==> config.mk <==
export PLATFORM = sky130hd
export DESIGN_NAME = a_rx_word_assembler
export DESIGN_NICKNAME = d
export VERILOG_FILES = /design/src/rtl/a_rx_word_assembler.sv
export SDC_FILE = /design/constraint.sdc
export NUM_CORES = 1
export LEC_CHECK = 0
export CAP_MARGIN = 20
export CELL_PAD_IN_SITES_DETAIL_PLACEMENT = 1
export CELL_PAD_IN_SITES_GLOBAL_PLACEMENT = 2
export CORE_ASPECT_RATIO = 1.5
export CORE_UTILIZATION = 31
export DETAILED_ROUTE_END_ITERATION = 16
export PLACE_DENSITY = 0.7
export SYNTH_ARGS = -nofsm -noshare
export SYNTH_HDL_FRONTEND = slang
export SYNTH_SLANG_ARGS = --single-unit
export TNS_END_PERCENT = 5
==> constraint.sdc <==
create_clock -name clk_ref -period 3.15 [get_ports clk_ref]
set_clock_uncertainty 0.1 [all_clocks]
set_input_delay 0.7875 -clock clk_ref [delete_from_list [all_inputs] [get_ports clk_ref]]
set_output_delay 0.7875 -clock clk_ref [all_outputs]
set_load 0.01 [all_outputs]
==> src/rtl/a_rx_word_assembler.sv <==
// Assembles three UART bytes into an 18-bit word for the compare stage.
// Optional gap timeout on partial words is built when RX_TIMEOUT_EN is defined.
module a_rx_word_assembler #(
    parameter logic [5:0]  SYNC_TAG       = 6'b000000,
    parameter logic [19:0] TIMEOUT_CYCLES = 20'd50000
) (
    input  logic        clk_ref,
    input  logic        rst_n,
    input  logic        enable,
    input  logic [7:0]  rx_data,
    input  logic        rx_valid,
    output logic [17:0] data,
    output logic        data_valid,
    output logic        fmt_err,
    output logic        timeout_err,
    output logic        busy
);

    typedef enum logic [1:0] {IDLE, GOT1, GOT2} state_e;

    state_e      state_q, state_d;
    logic [1:0]  hi_q, hi_d;
    logic [7:0]  mid_q, mid_d;
    logic [17:0] data_q, data_d;
    logic        dv_q, dv_d;
    logic        fe_q, fe_d;
    logic        to_q, to_d;
    logic        acc;

    assign acc = rx_valid & enable;

`ifdef RX_TIMEOUT_EN
    logic [19:0] cnt_q, cnt_d;
`else
    logic unused_tmo;
    assign unused_tmo = ^TIMEOUT_CYCLES;
`endif

    always_comb begin
        state_d = state_q;
        hi_d    = hi_q;
        mid_d   = mid_q;
        data_d  = data_q;
        dv_d    = 1'b0;
        fe_d    = 1'b0;
        to_d    = 1'b0;
`ifdef RX_TIMEOUT_EN
        cnt_d   = 20'd0;
`endif
        unique case (state_q)
            IDLE: begin
                if (acc) begin
                    if (rx_data[7:2] == SYNC_TAG) begin
                        hi_d    = rx_data[1:0];
                        state_d = GOT1;
                    end else begin
                        fe_d = 1'b1;
                    end
                end
            end
            GOT1: begin
                if (!enable) begin
                    state_d = IDLE;
                end else if (acc) begin
                    mid_d   = rx_data;
                    state_d = GOT2;
                end
            end
            GOT2: begin
                if (!enable) begin
                    state_d = IDLE;
                end else if (acc) begin
                    data_d  = {hi_q, mid_q, rx_data};
                    dv_d    = 1'b1;
                    state_d = IDLE;
                end
            end
            default: state_d = IDLE;
        endcase
`ifdef RX_TIMEOUT_EN
        // Idle cycle inside a partial word: count it or give up.
        if (state_q != IDLE && enable && !rx_valid) begin
            if (cnt_q == TIMEOUT_CYCLES - 20'd1) begin
                state_d = IDLE;
                to_d    = 1'b1;
            end else begin
                cnt_d = cnt_q + 20'd1;
            end
        end
`endif
    end

    always_ff @(posedge clk_ref or negedge rst_n) begin
        if (!rst_n) begin
            state_q <= IDLE;
            hi_q    <= 2'd0;
            mid_q   <= 8'd0;
            data_q  <= 18'd0;
            dv_q    <= 1'b0;
            fe_q    <= 1'b0;
            to_q    <= 1'b0;
        end else begin
            state_q <= state_d;
            hi_q    <= hi_d;
            mid_q   <= mid_d;
            data_q  <= data_d;
            dv_q    <= dv_d;
            fe_q    <= fe_d;
            to_q    <= to_d;
        end
    end

`ifdef RX_TIMEOUT_EN
    always_ff @(posedge clk_ref or negedge rst_n) begin
        if (!rst_n) begin
            cnt_q <= 20'd0;
        end else begin
            cnt_q <= cnt_d;
        end
    end
`endif

    assign data        = data_q;
    assign data_valid  = dv_q;
    assign fmt_err     = fe_q;
    assign timeout_err = to_q;
    assign busy        = (state_q != IDLE);

endmodule

==> impl_metrics.csv <==
group,metric,value,unit
outcome,status,"finished clean",
routing,wirelength,2590,µm
finish,num_antenna_cells,0,
grt,grt_util_all_layers,12.9,%
grt,grt_pass1_wl,4350,µm
yosys,avgSynthCellArea,16.3,µm²
timing,fmax,415,MHz
grt,use_met2,19.9,%
routing,drt_first_iter_violations,6,
finish,seq_area,801,µm²
placement,portBuffers,32,
timing,drv_slew,0,
yosys,yosysUniqueCellTypes,20,
critical_path,worstPathRequired,3210,ps
routing,via_count,790,
min_path,hp-class,"register to register",
yosys,synth_seq_area_share,60.8,%
yosys,yosys_warnings,0,
timing,timing.final.hold_violations,0,
critical_path,startpoint_type,"input port",
job,maxCapViolCount,0,
grt,use_met1,15.7,%
finish,num-fill-cells,427,
yosys,async_reset_ff_share,100,%
placement,dpl.cell_count,158,
critical_path,crit_arrival,2470,ps
clock_network,cts.sinks,32,
die,die_area,4520,µm²
placement,place_congestion,0.671,
die,start_util,33.0,%
finish,layout-drive-gt1-share,35.0,%
yosys,synth_top_area_share,60.8,%
clock_network,clk_pin_slew_worst_paths,60,ps
grt,gr-usage-met3,4.41,%
timing,setup_violations,0,
clock_network,cts_htree_levels,2,
die,die_w,55.2,µm
yosys,yosysTopAreaCell,"dfrtp_1",
routing,drt_pre_antenna_iters,3,
critical_path,worstSetupPathType,"input port to register",
critical_path,critPathMaxFanout,7,
yosys,ys_ff_latch,32,
grt,top_usage_layer,"met2",
clock_network,cts_setup_buffers,0,
routing,ant_nets,0,
routing,drc,0,
timing,min_period,2410,ps
power_and_ir_drop,powerDensity,453,nW/µm²
power_and_ir_drop,peakVddDrop,273,µV
clock_network,cts_root_buf,"clkbuf_8",
yosys,synth_nets,93,
timing,final.setup.tns,0,ps
clock_network,numCtsBuffers,5,
yosys,synth.most_common_cell,"dfrtp_1",
die,row_count,28,
routing,viasPerCell,4.79,
finish,synthToLayoutAreaGrowth,34.7,%
grt,grt.overflow.total,0,
power_and_ir_drop,finalPower,802,µW
clock_network,cts.repair.resized,0,
power_and_ir_drop,leakage,0.000869,µW
yosys,synthCells,81,
finish,layout.cells.non_filler,165,
timing,period_share,76.5,%
yosys,synthesis.area,1320,µm²
clock_network,ctsHoldBuffers,0,
clock_network,clockBufferDepth,2,
yosys,yosys-top-cells-area,"dfrtp_1, mux2_2, mux2_4",
die,io-pin-count,34,
placement,hpwlAfterDp,1890,µm
grt,grt_max_degree,33,
routing,wl_per_cell,15.7,µm
die,fp.dieH,81.8,µm
yosys,synth-edff-count,0,
clock_network,cts_tree,"built",
finish,layout.nets,132,
timing,grt_setup_unrepaired,"false",
die,core_area,3990,µm²
grt,antenna_found_initial,0,
finish,multi_input_area,473,µm²
yosys,ys_top_cells_by_count,"dfrtp_1, mux2_2, mux2_4",
grt,first_global_vias,828,
clock_network,clock_latency,270,ps
critical_path,end_kind,"register",
yosys,ys.flop_type,"dfrtp_1",
cell families after synthesis:
family	count (synthesis)	synth area share, %
compound gates	3	1.52
flops	32	60.8
buf+inv	4	3.23
other cells	1	0.285
simple gates	13	7.60
mux	28	26.5
per-layer routing:
metal  part of all wire, %  wire length, µm  up-vias
li1                      -                -      361
met1                    41             1050      403
met2                    53             1370       22
met3                   5.2              134        4
met4                   1.3               34        0
met5                     0                0        -
registers in the layout, indices dropped and copies added, names as in the netlist:
register and count:
data 18, hi_q 2, data_valid 1, mid_q 8
state_q 2, fmt_err 1
critical path, stage by stage:
cell and delay [ps]:
clkdlybuf4s50_1 600, nand4b_1 440, buf_4 340, mux2_4 300
power breakdown:
group / switching (µW) / internal (µW)
logic: 21.5 / 25.4
clock network: 138 / 194
registers: 3.96 / 419
layout by cell type (no fill, tap or decap), drive strengths merged:
master	synthesis	final
dfrtp	32	32
clkdlybuf4s50	0	32
mux2	28	28
clkbuf	0	7
buf	3	3
nand4b	3	3
nor2	2	2
a21boi	2	2
nand2b	2	2
or2	1	1
inv	1	1
nor4	1	1
and4bb	1	1
a21oi	1	1
nand3	1	1
nand3b	1	1
nand2	1	1
conb	1	1
layout make-up:
type                            instances  area share (%)
Clock buffer                            7            5.43
Inverter                                1           0.212
Multi-Input combinational cell         45            26.7
Sequential cell                        32            45.2
Tap cell                               45            3.18
Timing Repair Buffer                   35            19.3
path summary, 6_finish.rpt:
path	cells after the start	to	from	slack, ps
hold / removal	1	data[15]	mid_q[7]	400
setup reg to reg	3	data[16]	state_q[0]	1330
hold reg to reg	1	data[15]	mid_q[7]	400
max in group asynchronous	2	data[13]	rst_n	1840
setup / recovery	4	data[16]	rx_valid	740
min in group asynchronous	2	mid_q[2]	rst_n	810
per-stage QoR:
stage	utilization (%)	worst slack [ps]	hold slack (ps)	cell area, µm²
final	44.4	739	401	1770
after global routing	44.4	637	417	1770
after CTS	44.4	704	406	1770
after detailed placement	42.0	403	394	1680
after global placement	42.0	496	388	1680
after floorplan	-	1410	375	1320
Power figures use the tool's default switching activity.
